`src/rtl/tt_um_operand_sequencer.sv`:
```
// rtl/tt_um_operand_sequencer.sv - two-operand byte adder sequenced by a valid/ready handshake
// Optional accumulate mode: define SEQ_ACCUM_EN.
module tt_um_operand_sequencer (
  input  logic       clk,
  input  logic       rst_n,
  input  logic       ena,
  input  logic [7:0] ui_in,
  input  logic [7:0] uio_in,
  output logic [7:0] uo_out,
  output logic [7:0] uio_out,
  output logic [7:0] uio_oe
);

  typedef enum logic [1:0] {WAIT_A, WAIT_B, SUM, HOLD} state_t;

  state_t     r_state;
  logic [7:0] r_a;
  logic [7:0] r_b;
  logic [7:0] r_sum;
  logic       r_carry;
  logic       r_ovf;

  logic       w_valid;
  logic       w_clear;
  logic       w_ack;
  logic       w_ready;
  logic       w_hs;
  logic       w_done;
  logic [8:0] w_add;
  logic       w_ovf;
  logic       w_unused;

  assign w_valid  = uio_in[0];
  assign w_clear  = uio_in[2];
  assign w_ack    = uio_in[6];
  assign w_unused = &{1'b0, uio_in[7], uio_in[5:3], uio_in[1]};

`ifdef SEQ_ACCUM_EN
  logic r_acc;
  assign w_ready = ena && (r_state != SUM);
`else
  assign w_ready = ena && ((r_state == WAIT_A) || (r_state == WAIT_B));
`endif

  assign w_hs   = w_valid && w_ready;
  assign w_done = (r_state == HOLD);
  assign w_add  = {1'b0, r_a} + {1'b0, r_b};
  assign w_ovf  = (r_a[7] == r_b[7]) && (w_add[7] != r_a[7]);

  always_ff @(posedge clk or negedge rst_n) begin
    if (!rst_n) begin
      r_state <= WAIT_A;
      r_a     <= 8'h00;
      r_b     <= 8'h00;
      r_sum   <= 8'h00;
      r_carry <= 1'b0;
      r_ovf   <= 1'b0;
`ifdef SEQ_ACCUM_EN
      r_acc   <= 1'b0;
`endif
    end else if (w_clear) begin
      // Clear wins over handshake and ack, and works even with ena low.
      r_state <= WAIT_A;
      r_sum   <= 8'h00;
      r_carry <= 1'b0;
      r_ovf   <= 1'b0;
    end else if (ena) begin
      case (r_state)
        WAIT_A: begin
          if (w_hs) begin
            r_a     <= ui_in;
            r_state <= WAIT_B;
          end
        end
        WAIT_B: begin
          if (w_hs) begin
            r_b     <= ui_in;
            r_state <= SUM;
`ifdef SEQ_ACCUM_EN
            r_acc   <= 1'b0;
`endif
          end
        end
        SUM: begin
          r_sum   <= w_add[7:0];
`ifdef SEQ_ACCUM_EN
          // Carry is sticky only across a chain of accumulations.
          r_carry <= w_add[8] | (r_acc & r_carry);
`else
          r_carry <= w_add[8];
`endif
          r_ovf   <= w_ovf;
          r_state <= HOLD;
        end
        HOLD: begin
          if (w_ack) begin
            r_state <= WAIT_A;
          end
`ifdef SEQ_ACCUM_EN
          else if (w_hs) begin
            r_a     <= r_sum;
            r_b     <= ui_in;
            r_acc   <= 1'b1;
            r_state <= SUM;
          end
`endif
        end
        default: r_state <= WAIT_A;
      endcase
    end
  end

  assign uo_out  = r_sum;
  assign uio_out = {2'b00, r_ovf, r_carry, w_done, 1'b0, w_ready, 1'b0};
  assign uio_oe  = 8'b0011_1010;

endmodule

```
`config.mk`:
```
export PLATFORM = sky130hd
export DESIGN_NAME = tt_um_operand_sequencer
export DESIGN_NICKNAME = d
export VERILOG_FILES = /design/src/rtl/tt_um_operand_sequencer.sv
export SDC_FILE = /design/constraint.sdc
export NUM_CORES = 1
export LEC_CHECK = 0
export BUFFER_PORTS_ARGS = -buffer_cell sky130_fd_sc_hd__buf_2
export CELL_PAD_IN_SITES_DETAIL_PLACEMENT = 1
export CELL_PAD_IN_SITES_GLOBAL_PLACEMENT = 1
export CORE_ASPECT_RATIO = 2
export CORE_MARGIN = 2
export CORE_UTILIZATION = 44
export DETAILED_ROUTE_END_ITERATION = 10
export PLACE_DENSITY = 0.86
export SETUP_SLACK_MARGIN = 0.02
export SLEW_MARGIN = 20
export SYNTH_ARGS = -nofsm -noshare
export SYNTH_HDL_FRONTEND = slang
export SYNTH_SLANG_ARGS = --single-unit
export TNS_END_PERCENT = 30
```
`constraint.sdc`:
```
create_clock -name clk -period 4.35 [get_ports clk]
set_input_delay 0.87 -clock clk [delete_from_list [all_inputs] [get_ports clk]]
set_output_delay 0.87 -clock clk [all_outputs]
set_load 0.005 [all_outputs]
```
## Word level (Yosys, flattened, before mapping)

Cells that the tools add are included.

| word-level totals | value |
|---|---|
| bits in registers | 28 |
| input bits | 19 |
| output and inout bits | 24 |
| logic and storage cells | 42 |

| cells by class | value |
|---|---|
| $add $sub $neg | 1 |
| eq/ne operators | 8 |
| multiplexer cells | 15 |
| bitwise logic cells | 1 |
| reductions and logical operators | 11 |

Operators with widths:

| operator | count |
|---|---|
| 8-bit two-way mux | 3 |
| 4-bit AND reduction | 3 |
| 2-bit two-way mux | 5 |
| 8-bit by 8-bit adder with 9-bit output | 1 |
| 3-bit != test, second input constant | 3 |
| 2-bit case mux with 4 select lines | 1 |
| 1-bit two-way mux | 6 |
| 2-bit == test, second input constant | 2 |
| 2-bit nonzero test | 2 |
| 1-bit logical AND | 3 |
| 2-bit by 1-bit == test with 1-bit output, second input constant | 1 |
| 2-bit logical NOT | 1 |
| 2-bit AND reduction | 1 |
| 1-bit == test | 1 |
| 1-bit logical OR | 1 |
| 1-bit != test | 1 |
| 1-bit NOT | 1 |

## Logic depth before layout (Yosys ltp)

| logic depth | value |
|---|---|
| word-level depth | 8 |
| gate-level depth with buffers | 7 |
| mapped depth without buffers | 6 |

## Least setup slack after synthesis

OpenSTA, ideal clock, no wires.

| path | value |
|---|---|
| kind | input to output |
| start | input port ena |
| end | output port uio_out[1] |
| arrival time | 1.251 ns |
| data required time | 3.480 ns |
| path slack | 2.229 ns |
| cell stages on the path | 3 |
| cells stage by stage | buf_4 > nor2b_1 > buf_4 |

| between the ends | value |
|---|---|
| word-level cells in the longest chain between the ends | 1 |

RTL lines:

| item | line | source |
|---|---|---|
| from (decl) | 6 | `input logic ena,` |
| 1-bit logical AND | 42 | `assign w_ready = ena && ((r_state == WAIT_A) \|\| (r_state == WAIT_B));` |
| to (decl) | 10 | `output logic [7:0] uio_out,` |

Every way passes these cells.

## Worst setup path after layout

| path | value |
|---|---|
| start | register r_state[0] |
| end | output port uio_out[1] |

| between the ends | value |
|---|---|
| word-level cells in the longest chain between the ends | 3 |

RTL lines:

| item | line | source |
|---|---|---|
| from (decl) | 16 | `state_t r_state;` |
| from (signal assigned) | 52 | `r_state <= WAIT_A;` |
| from (signal assigned) | 63 | `r_state <= WAIT_A;` |
| from (signal assigned) | 72 | `r_state <= WAIT_B;` |
| 2-bit by 1-bit == test with 1-bit output / 2-bit logical NOT (equally long branches) | 42 |  |
| 1-bit logical OR * | 42 |  |
| 1-bit logical AND * | 42 |  |

Every way passes the cells marked *; elsewhere a longest branch is shown, timed or not.

==> impl_summary.md <==
Layout
For this run, the post-layout net count is 200. The share of layout cells above drive strength 1 is 31.7%. The filler-free cell count of the finished design is 216. The total of fill cells in the finished design is 423. The number of antenna cells inserted is 0. The post-route cell area is 1800 µm².

The area growth from synthesis to layout is 8.83%.

Hold path
The type of the tightest min-delay check is reg2reg. The number of cells traversed by the worst hold path is 2.

Synth
The share of the Yosys chip area taken by registers is 42.3%. The cell taking the most area after synthesis is sky130_fd_sc_hd__dfrtp_1. The adder-cell area share of the yosys netlist is 10.3%. Summing the areas of all xor and xnor instances in the mapped netlist gives 1.58% of the synthesized area. The complex-gate fraction of the synthesized area is 12.6%. By count the netlist is led by sky130_fd_sc_hd__dfrtp_1, sky130_fd_sc_hd__buf_4, sky130_fd_sc_hd__mux2_2, sky130_fd_sc_hd__ha_1, sky130_fd_sc_hd__nand3_1.

Of all flip-flops after synthesis, the portion carrying an async set or reset was 100%. The combinational family with the most area after synthesis is compound AO/OA/AOI/OAI gates. During synthesis, Yosys emitted a total of 0 warnings. Summing the areas of all and, or, nand and nor instances in the mapped netlist gives 11.8% of the synthesized area. Counting distinct cell types in the post-synthesis netlist gives 42. After synthesis, the cell types taking the most area are sky130_fd_sc_hd__dfrtp_1, sky130_fd_sc_hd__mux2_2, sky130_fd_sc_hd__ha_1. In this run, synthesis produced a sequential element count of 28. The most used flip-flop cell after synthesis is sky130_fd_sc_hd__dfrtp_1. The most common cell in the synthesized netlist is sky130_fd_sc_hd__dfrtp_1.

A synthesized cell averages 11.4 µm². Counting flops with a built-in enable in the synthesized netlist gives 0. The synthesized netlist occupies a cell area of 1660 µm². The number of instances in the synthesized netlist is 146. In this run the biggest area consumer among cell types represents 42.3% of the synthesized area. The multiplexer area fraction after synthesis is 12.1%.

Worst setup path
The cell class contributing the biggest share of worst-path delay is flip-flops. For the worst setup path, the data required time is 3.48 ns. The setup path with the least slack is of type reg2out. The worst register-to-register path has a depth of 6.

The critical path goes through inv_1 -> ha_1 -> nor2_1 -> nor2b_1 -> buf_2. The worst setup path is launched from a register. The delay contributed by the slowest stage of the critical path is 0.38 ns. The total number of cells along the worst setup path is 5.

Data arrives at the worst endpoint at 1.30 ns. The critical path contains buffers and inverters numbering 2 combined. The largest driver fanout on the critical path is 3. The library cell contributing the largest single delay on the critical path is sky130_fd_sc_hd__dfrtp_1. STA classifies the critical path endpoint as an output pin.

Global routing
In this run the most used layer during global routing was met2. The combined global-route utilization of all metal layers is 17.9%. The met3 capacity usage during global routing is 1.80%.

The pin count of the biggest net entering global routing is 29. In the global route stage, met2 resource usage came out at 33.1%. Global routing used 18.7% of the available met1 tracks. After global routing the overflow that remains totals 0. The initial antenna violation count is 0.

The first global-routing pass estimated 5720 µm of wire. The number of global-route vias before repair came to 1278.

Drt
The final route contains 1149 vias. The number of nets with antenna violations after routing is 0. The first-pass iteration count of the detailed router is 2. For this run, design rule violations remaining after detail routing come to 0.

The number of design-rule violations left by the first detailed-router iteration is 13. After detailed routing, the number of vias per cell comes to 5.32. The routed length per placed instance is 15.2 µm. Summed over all layers, the routed wires come to 3280 µm.

Clock tree
The buffer cell driving the clock tree root is sky130_fd_sc_hd__clkbuf_8. The total setup buffers inserted after CTS is 0. After clock tree synthesis, the clock-pin slew on the worst setup and hold paths is 0.09 ns.

The number of gates resized after cts is 0. The deepest level of the CTS H-tree is 1. The longest clock path from root to sink contains 2 buffers. TritonCTS built the clock tree. Clock latency on the worst-skew pair, taken at its later pin, is 0.27 ns.

The hold-fix buffer count after cts is 0. The number of clock buffers added by TritonCTS is 3. The clock sink total is 28.

STA
The final hold slack is 0.490 ns. The final critical path takes up 49.8% of the cycle. Adding up every negative setup slack in the final design gives 0 ns.

The clock period could shrink to 2.17 ns. The worst slew margin relative to its limit is 58.0%. The worst-case clock skew is 0.00559 ns. Setup violations remaining at the end of the flow were counted as 0. The number of hold violations in the final report is 0. Setup repair after global routing left no endpoint under its margin. For the pin with the worst max-slew slack, the measured transition is 0.631 ns. Static timing analysis puts the maximum clock frequency at 461 MHz. The final max-slew violation count is 0.

Run status
The run finished with clean final reports.

Die
For this design the top-level I/O count stands at 43. The full die area is 4300 µm². The effective utilization at floorplan is 46.0%. The horizontal die dimension is 47.4 µm. The number of rows in the core area is 31. Measured along the y axis, the die boundary spans 90.8 µm. The area of the placeable core is 3610 µm².

Placement
In this run, placement finished with an instance count of 212. In this run the tool buffered the top-level ports with 25 buffer cells. The final weighted congestion in routability-driven placement is 0.817. In this run the cell area measured after placement is 1750 µm². The post-detailed-placement half-perimeter wirelength is 2660 µm.

Power
The peak supply drop is 0.263 mV. The analysis attributes to cell leakage a power of 0.872 nW. In this run the power density over the cells is 483 nW/µm². Summing internal, switching and leakage power gives 0.871 mW.

Run
Across the run, the number of max-cap violations was 0.
## power breakdown
part,switching [mW],internal [mW]
Sequential,0.0384,0.317
Combinational,0.188,0.170
Clock,0.0766,0.0809
Total,0.303,0.568
## layout make-up
type                       instances  area [µm²]  share of cell area, %
timing repair buffer              25         125                   6.93
tap                               49        61.3                   3.40
inverter                           4        15.0                  0.832
multi-input combinational        106         847                   46.9
sequential                        28         701                   38.8
clock buffer                       4        55.1                   3.05
## worst min-delay path, delay by kind of cell, from the launching register on
kind | cells | cell delay, ns
DFF | 1 | 0.35
and+or+nand+nor | 1 | 0.05
AOI/OAI and AO/OA | 1 | 0.06
## worst paths after layout
check,start,to,slack (ns)
max reg2reg,r_a[0],r_carry,2.39
min,r_carry,r_carry,0.49
min in group asynchronous,rst_n,r_state[1],0.61
max,r_state[0],uio_out[1],2.18
max in group asynchronous,rst_n,uo_out[2],3.33
min reg2reg,r_carry,r_carry,0.49
## through the flow
stage / util (%) / setup WS, ns
2_1_floorplan: - / 2.23
3_3_place_gp: 48.5 / 2.21
3_5_place_dp: 48.5 / 2.19
5_1_grt: 50.0 / 2.07
6_report: 50.0 / 2.18
4_1_cts: 50.0 / 2.16
## kinds of logic after synthesis
family,after synthesis
AO/OA/AOI/OAI,28
flip-flops,28
XOR/XNOR,3
multiplexers,18
buffers and inverters,22
other,2
AND/OR/NAND/NOR,32
adder cells (fa/ha/maj),13
## sequential cells by signal, summed over array words and instances (netlist names)
register  count
r_ovf         1
r_b           8
r_a           8
uo_out        8
r_carry       1
r_state       2
## per-layer routing
layer / part of all wire (%) / wire [µm]
met5: 0 / 0
met4: 1.0 / 33
met3: 2.0 / 66
met2: 61 / 2010
met1: 36 / 1170
## layout by cell type, fill, tap and decap left out, types with 2 or more instances in the layout
| cell type | count |
|---|---|
| sky130_fd_sc_hd__nor2_1 | 4 |
| sky130_fd_sc_hd__ha_1 | 12 |
| sky130_fd_sc_hd__mux2_2 | 16 |
| sky130_fd_sc_hd__a32oi_1 | 2 |
| sky130_fd_sc_hd__nand2_1 | 4 |
| sky130_fd_sc_hd__nand3b_1 | 2 |
| sky130_fd_sc_hd__a22o_1 | 2 |
| sky130_fd_sc_hd__inv_1 | 4 |
| sky130_fd_sc_hd__buf_2 | 25 |
| sky130_fd_sc_hd__dfrtp_1 | 28 |
| sky130_fd_sc_hd__nand3_1 | 8 |
| sky130_fd_sc_hd__clkbuf_8 | 4 |
| sky130_fd_sc_hd__a211oi_1 | 2 |
| sky130_fd_sc_hd__xnor2_1 | 3 |
| sky130_fd_sc_hd__o21ai_0 | 7 |
| sky130_fd_sc_hd__conb_1 | 12 |
| sky130_fd_sc_hd__nor3b_1 | 2 |
| sky130_fd_sc_hd__a21oi_2 | 2 |
| sky130_fd_sc_hd__nand3_2 | 2 |
| sky130_fd_sc_hd__o21bai_1 | 2 |
| sky130_fd_sc_hd__a21oi_1 | 2 |
| sky130_fd_sc_hd__mux2i_1 | 2 |
(Power assumes the default switching activity.)
